[config.mk]
export PLATFORM = sky130hd
export DESIGN_NAME = prog_loader_flat
export DESIGN_NICKNAME = d
export VERILOG_FILES = /design/src/rtl/prog_loader_if.sv /design/src/rtl/prog_loader.sv /design/src/flat_wrapper.sv
export SDC_FILE = /design/constraint.sdc
export NUM_CORES = 1
export LEC_CHECK = 0
export ABC_AREA = 1
export CORE_UTILIZATION = 30
export DETAILED_ROUTE_END_ITERATION = 10
export SLEW_MARGIN = 20
export SYNTH_ARGS = -nofsm -noshare
export SYNTH_HDL_FRONTEND = slang
export SYNTH_SLANG_ARGS = --single-unit
[constraint.sdc]
create_clock -name clk -period 2.9 [get_ports clk]
set_input_delay 0.58 -clock clk [delete_from_list [all_inputs] [get_ports clk]]
set_output_delay 0.58 -clock clk [all_outputs]
set_load 0.05 [all_outputs]
[src/rtl/prog_loader_if.sv]
// prog_loader_if: byte-stream input, RAM write port and CPU control bundle of the program loader
interface prog_loader_if;
    logic        in_valid;
    logic [7:0]  in_data;
    logic        in_ready;
    logic        ram_w_en;
    logic [7:0]  ram_w_addr;
    logic [15:0] ram_w_data;
    logic        bus_own;
    logic        cpu_rst_n;
    logic [7:0]  start_pc;
    logic        err;

    modport master (
        output in_valid, in_data,
        input  in_ready, ram_w_en, ram_w_addr, ram_w_data, bus_own, cpu_rst_n, start_pc, err
    );

    modport slave (
        input  in_valid, in_data,
        output in_ready, ram_w_en, ram_w_addr, ram_w_data, bus_own, cpu_rst_n, start_pc, err
    );
endinterface

[src/rtl/prog_loader.sv]
// prog_loader: loads a framed byte-stream program into RAM, holding the CPU in reset until done
module prog_loader #(
    parameter bit CHECKSUM_EN = 1'b1
) (
    input logic       clk,
    input logic       rst,
    prog_loader_if.slave bus
);
    typedef enum logic [2:0] {S_ADDR, S_CNT, S_HI, S_LO, S_CSUM, S_RUN, S_ERR} state_t;

    state_t     state, next_state;
    logic [7:0] ptr, remaining, hi, sum;
    logic       accept;

    assign accept = bus.in_valid & bus.in_ready;

    // state register
    always_ff @(posedge clk or posedge rst) begin
        if (rst) state <= S_ADDR;
        else     state <= next_state;
    end

    // next state: only an accepted byte moves the frame parser
    always_comb begin
        next_state = state;
        if (accept) begin
            case (state)
                S_ADDR:  next_state = S_CNT;
                S_CNT:   next_state = (bus.in_data != 8'd0) ? S_HI : (CHECKSUM_EN ? S_CSUM : S_RUN);
                S_HI:    next_state = S_LO;
                S_LO:    next_state = (remaining > 8'd1) ? S_HI : (CHECKSUM_EN ? S_CSUM : S_RUN);
                S_CSUM:  next_state = (bus.in_data == sum) ? S_RUN : S_ERR;
                default: next_state = state;
            endcase
        end
    end

    // state-decoded outputs: ready in all parsing states, bus released only in RUN
    always_comb begin
        bus.in_ready = (state != S_RUN) && (state != S_ERR);
        bus.bus_own  = (state != S_RUN);
    end

    // datapath: address/count/sum tracking and the registered RAM write strobe
    always_ff @(posedge clk or posedge rst) begin
        if (rst) begin
            bus.ram_w_en   <= 1'b0;
            bus.ram_w_addr <= 8'd0;
            bus.ram_w_data <= 16'd0;
            bus.cpu_rst_n  <= 1'b0;
            bus.start_pc   <= 8'd0;
            bus.err        <= 1'b0;
            ptr            <= 8'd0;
            remaining      <= 8'd0;
            hi             <= 8'd0;
            sum            <= 8'd0;
        end else begin
            bus.ram_w_en  <= 1'b0;
            bus.cpu_rst_n <= (next_state == S_RUN);
            if (accept) begin
                case (state)
                    S_ADDR: begin
                        bus.start_pc <= bus.in_data;
                        ptr          <= bus.in_data;
                        sum          <= bus.in_data;
                    end
                    S_CNT: begin
                        remaining <= bus.in_data;
                        sum       <= sum + bus.in_data;
                    end
                    S_HI: begin
                        hi  <= bus.in_data;
                        sum <= sum + bus.in_data;
                    end
                    S_LO: begin
                        sum            <= sum + bus.in_data;
                        bus.ram_w_en   <= 1'b1;
                        bus.ram_w_addr <= ptr;
                        bus.ram_w_data <= {hi, bus.in_data};
                        ptr            <= ptr + 8'd1;
                        remaining      <= remaining - 8'd1;
                    end
                    S_CSUM:  bus.err <= (bus.in_data != sum);
                    default: ;
                endcase
            end
        end
    end
endmodule

[src/flat_wrapper.sv]
// flat-port wrapper written by rule: the top's interface ports become plain ports
module prog_loader_flat 
#(
    parameter bit CHECKSUM_EN = 1'b1
)
  (clk, rst, bus_in_valid, bus_in_data, bus_in_ready, bus_ram_w_en, bus_ram_w_addr, bus_ram_w_data, bus_bus_own, bus_cpu_rst_n, bus_start_pc, bus_err);
  prog_loader_if bus_i ();
  input logic clk;
  input logic rst;
  input wire logic [$bits(bus_i.in_valid)-1:0] bus_in_valid;
  input wire logic [$bits(bus_i.in_data)-1:0] bus_in_data;
  output wire logic [$bits(bus_i.in_ready)-1:0] bus_in_ready;
  output wire logic [$bits(bus_i.ram_w_en)-1:0] bus_ram_w_en;
  output wire logic [$bits(bus_i.ram_w_addr)-1:0] bus_ram_w_addr;
  output wire logic [$bits(bus_i.ram_w_data)-1:0] bus_ram_w_data;
  output wire logic [$bits(bus_i.bus_own)-1:0] bus_bus_own;
  output wire logic [$bits(bus_i.cpu_rst_n)-1:0] bus_cpu_rst_n;
  output wire logic [$bits(bus_i.start_pc)-1:0] bus_start_pc;
  output wire logic [$bits(bus_i.err)-1:0] bus_err;
  assign bus_i.in_valid = bus_in_valid;
  assign bus_i.in_data = bus_in_data;
  assign bus_in_ready = bus_i.in_ready;
  assign bus_ram_w_en = bus_i.ram_w_en;
  assign bus_ram_w_addr = bus_i.ram_w_addr;
  assign bus_ram_w_data = bus_i.ram_w_data;
  assign bus_bus_own = bus_i.bus_own;
  assign bus_cpu_rst_n = bus_i.cpu_rst_n;
  assign bus_start_pc = bus_i.start_pc;
  assign bus_err = bus_i.err;
  prog_loader #(.CHECKSUM_EN(CHECKSUM_EN)) u_core (.clk(clk), .rst(rst), .bus(bus_i));
endmodule
Word level (Yosys, flattened, before mapping)
Cells that the tools add are included.

operators by class
  multiplexer cells = 10
  eq/ne operators = 9
  reductions and logical operators = 14
  $add $sub $neg = 3
  magnitude comparators = 1
  bitwise logic cells = 1

operators with widths
  kind                                                                    number
  8-bit one-hot mux with 2 select lines                                   3
  3-bit one-hot mux with 5 select lines                                   1
  2-bit AND reduction                                                     7
  3-bit two-way mux                                                       3
  8-bit by 1-bit adder with 8-bit output (second input constant)          1
  8-bit adder                                                             1
  8-bit equality test                                                     1
  8-bit by 1-bit > comparator with 1-bit output (second input constant)   1
  8-bit != test                                                           1
  8-bit nonzero test                                                      1
  8-bit by 1-bit subtractor with 8-bit output (second input constant)     1
  3-bit by 2-bit equality test with 1-bit output (second input constant)  2
  3-bit equality test (second input constant)                             2
  3-bit != test (second input constant)                                   2
  2-bit nonzero test                                                      3
  3-bit by 1-bit equality test with 1-bit output (second input constant)  1
  3-bit logical NOT                                                       1
  3-bit OR reduction                                                      1
  1-bit two-way mux                                                       2
  2-bit two-way mux                                                       1
  1-bit AND                                                               1
  1-bit logical AND                                                       1

word-level totals
  logic and storage cells = 49
  input port bits = 11
  output and inout bits = 37
  bits in registers = 70

Logic depth before layout (Yosys ltp)
  word-level depth = 5
  depth in mapped cells = 10
  depth with buffers taken out = 10

Least setup slack after synthesis
No wires, ideal clock.

  kind = in2reg
  start = in bus_in_data[0]
  end = reg u_core.sum[6]
  slack = 1.056 ns
  stages = 9
  arrival = 1.728 ns
  buffers on the path = 0
  required time = 2.784 ns
  library setup time = 0.116 ns
  cells stage by stage = ha_1 inv_1 fa_1 o21ai_0 nand2_1 nand3_1 nand3_1 nand2_1 nand2_1

between the ends
  longest elaborated chain between the ends = 2

ends and longest elaborated chain
  element                                line                                                     RTL
  start, declared                        flat_wrapper.sv:11                                       input wire logic [$bits(bus_i.in_data)-1:0] bus_in_data;
  8-bit adder                            prog_loader.sv:69, prog_loader.sv:73, prog_loader.sv:76
  8-bit one-hot mux with 2 select lines  prog_loader.sv:61                                        case (state)
  end signal, assigned                   prog_loader.sv:69                                        sum <= sum + bus.in_data;
  end signal, assigned                   prog_loader.sv:73                                        sum <= sum + bus.in_data;
  end signal, assigned                   prog_loader.sv:76                                        sum <= sum + bus.in_data;
  end, declared                          prog_loader.sv:12                                        logic [7:0] ptr, remaining, hi, sum;

Every way passes these cells.
A chain may end at the register's enable or synchronous reset.

Worst setup path in the final report
  start = reg u_core.state[0]
  end = out bus_in_ready

between the ends
  longest elaborated chain between the ends = 2
  elaborated cells on any way between the ends = 3
  those cells by class = eq/ne (2); reduce/logical (1)

ends and longest elaborated chain
  element                 line                RTL
  start, declared         prog_loader.sv:11   state_t state, next_state;
  start signal, assigned  prog_loader.sv:20   else state <= next_state;
  3-bit != test           prog_loader.sv:40   bus.in_ready = (state != S_RUN) && (state != S_ERR);
  1-bit logical AND (*)   prog_loader.sv:40
  end, declared           flat_wrapper.sv:12  output wire logic [$bits(bus_i.in_ready)-1:0] bus_in_ready;

Every way passes the cells marked *; elsewhere a longest branch is shown, timed or not.

==> summary.txt <==
Status
  – Outcome: finished, final reports clean

Finish
  – Final Instance Area: 4570 um2
  – Area of the multi-input gates: 1630 um2
  – Nets: 510
  – Final core occ: 38.0%
  – FF+latch area: 1750 um2
  – Ant. Diodes: 0
  – Layout cells sized above 1: 10.6%
  – Layout area overhead: 23.9%
  – Fillcell total: 1227

Floorplanning
  – Core box area: 12000 um2
  – DIE AREA: 12700 um2
  – Die height: 113 um
  – Row cnt: 40
  – Starting Density: 30.7%
  – Die Span X: 113 um
  – Io pins: 48

Power
  – NetSw: 2810 uW
  – Internal: 3220 uW
  – Worst VDD drop: 506 uV
  – Combinational Power Share: 51.4%
  – Seq pwr share: 29.2%
  – P per Cell Area: 1320 nW/um2
  – Leakage power: 0.00221 uW
  – Sw Ratio: 46.6%
  – Clock power share: 19.4%

Global routing
  – GRT overflow: 0
  – Global-route wire length before repair: 14600 um
  – Antenna violations before repair: 0
  – Vias in the first global route: 2933
  – GRT Util Overall: 14.6%
  – Largest net degree at the start of global routing: 71

Detailed routing
  – Drt pass-1 iters: 4
  – Vias per cell: 4.72
  – Final antenna-violating net count: 0
  – Iteration-0 DRC Markers: 241
  – Post-detailed-routing wire length: 8650 um
  – Vias post-DR: 3017
  – Drt wl/cell: 13.5 um
  – Drt drc: 0

Critical path
  – CP max FO: 9
  – Worst Path Required: 2320 ps
  – R2r startpoint: u_core.sum[0]
  – R2r setup slk: 1090 ps
  – Register-to-Register Path Depth: 9
  – Crit path launch type: flop
  – CP arrival: 2060 ps
  – Crit path cell chain: nor2_8 > nor2_1 > nand2_1 > clkdlybuf4s50_1
  – CP endpoint kind: primary output
  – CP max stage delay: 810 ps
  – Reg-to-reg endpoint: u_core.sum[6]
  – Critical path class: flop to primary output
  – Crit-path slowest cell: clkdlybuf4s50_1

Synthesis
  – Most frequent cell after synthesis: nand2_1
  – Syn_nets: 463
  – Flop and latch count out of synthesis: 70
  – Top_reg_cell synth: dfrtp_1
  – Mean post-synth cell area: 8.36 um2
  – Top cells by area, synth: dfrtp_1, nand2_1, inv_1
  – Seq/Total Area, Yosys: 47.5%
  – Synth warn: 0
  – Post-synth top cells: nand2_1, dfrtp_1, inv_1
  – Ys async rst share: 100%
  – Synth unique cells: 38
  – Top cell type's share of synthesized area: 47.5%
  – Synthesized area: 3690 um2
  – Post-synth top area cell: dfrtp_1
  – Synthesized instance count: 441
  – Number of enable flip-flop cells after synthesis: 0

Timing
  – Setup violations, final: 0
  – Worst Tran Pin Value: 517 ps
  – Sum Neg Setup Slack: 0 ps
  – RSZ-0062 raised after global routing: no
  – Clock Skews: 8.73 ps
  – Max Fclk: 0.379 GHz
  – Minimum clock period: 2640 ps
  – Final Hold Vio Count: 0
  – Final period utilization: 91.0%
  – Slew HR: 65.4%
  – Max Slew Vio Count: 0

CTS
  – CTS Buffer Depth: 2
  – CTS root buffer: clkbuf_16
  – CTS clk-pin slew, worst paths: 60 ps
  – Post-cts sizing count: 0
  – CTS Hold Bufs: 0
  – Cts bufs inserted: 9
  – H-tree levels: 3
  – CTS tree: built
  – Post-CTS setup buffer count: 0
  – Worst-skew pair later-pin latency: 330 ps
  – Clk sinks: 70

Hold path
  – Cells on Worst Hold Path: 2
  – Min-Delay Endpoint: u_core.bus.ram_w_data[13]
  – HP Class: flop to flop
  – Worst Hold Launch: u_core.hi[5]

Placed design
  – Post-DP HPWL: 6040 um
  – Placed cell areas: 4250 um2
  – Port bufs: 47
  – RePlAce Congestion: 0.885

Flow run
  – Max-cap violations: 0
[registers in the layout, summed over array words and instances (netlist names)]
signal / cells
u_core.bus.ram_w_data: 16
u_core.bus.ram_w_addr: 8
u_core.bus.start_pc: 8
u_core.hi: 8
u_core.ptr: 8
u_core.remaining: 8
u_core.sum: 8
u_core.state: 3
u_core.bus.cpu_rst_n: 1
u_core.bus.err: 1
u_core.bus.ram_w_en: 1
[area by class of cell]
| class | count | share of cell area, % |
|---|---|---|
| Clock buffer | 9 | 4.93 |
| Clock inverter | 6 | 1.92 |
| Inverter | 48 | 4.00 |
| Multi-Input combinational cell | 309 | 35.7 |
| Sequential cell | 70 | 38.4 |
| Tap cell | 147 | 4.03 |
| Timing Repair Buffer | 50 | 11.1 |
[how the worst max path moves through the flow]
stage | start | to | slack (ps) | depth (start not counted)
6_report | u_core.state[0] | bus_in_ready | 260 | 4
5_1_grt | u_core.state[0] | bus_in_ready | 150 | 4
4_1_cts | u_core.state[0] | bus_in_ready | 240 | 4
3_5_place_dp | bus_in_data[0] | u_core.sum[6] | 340 | 10
3_3_place_gp | bus_in_data[0] | u_core.sum[6] | 400 | 10
2_1_floorplan | rst | u_core.bus.cpu_rst_n | 550 | 1
[layer usage]
metal,wire length (um),up-vias,GRT usage [%],share of wire (%)
li1,-,1517,-,-
met1,4350,1418,20.4,50
met2,3800,73,21.4,44
met3,372,9,4.61,4.3
met4,121,0,4.98,1.4
met5,0,-,0,0
[layout by cell type, fill, tap and decap left out, drive strengths merged, types with 2 or more instances in the layout]
master         netlist  routed
dfrtp               70      70
a31oi                5       5
nand2              136     136
nand3               24      24
xor2                 4       4
nor3                 4       4
o21ai               60      60
buf                 12       3
inv                 48      48
clkbuf               2       9
clkdlybuf4s50        0      47
bufinv               0       2
ha                  10      10
a22oi                2       2
a21oi               17      17
xnor2                2       2
nand4                2       2
nor2                36      36
clkinv               0       4
[worst max-delay path: cells and delay by family (launching register included)]
family,cells,cell delay [ps]
flip-flops,1,540
AND/OR/NAND/NOR,3,380
buffers and inverters,1,810
[power by group through the flow]
stage	registers, uW	clock network [uW]	logic, uW
2_1_floorplan	2440	0	1670
3_3_place_gp	1770	0	3060
3_5_place_dp	1780	0	3090
4_1_cts	1770	1190	3110
5_1_grt	1830	1240	3420
6_report	1760	1170	3100
[cell families (layout without fill, tap and decap cells)]
| group | count (synthesis) | in the layout | synth area share (%) |
|---|---|---|---|
| simple gates | 203 | 203 | 24.3 |
| xor+xnor | 6 | 6 | 1.43 |
| fa+ha+maj | 11 | 11 | 3.94 |
| mux | 1 | 1 | 0.305 |
| compound gates | 88 | 88 | 14.3 |
| buf+inv | 62 | 113 | 8.25 |
| flops | 70 | 70 | 47.5 |
[metrics by stage]
step / power (uW) / hold slack [ps] / setup slack (ps) / instances
after global placement: 4830 / 458 / 397 / 624
after global routing: 6490 / 501 / 149 / 639
final: 6030 / 473 / 260 / 639
after detailed placement: 4870 / 457 / 344 / 624
after CTS: 6070 / 471 / 238 / 639
after floorplan: 4110 / 442 / 552 / 441
No activity file was read; power rests on OpenSTA's default activity.
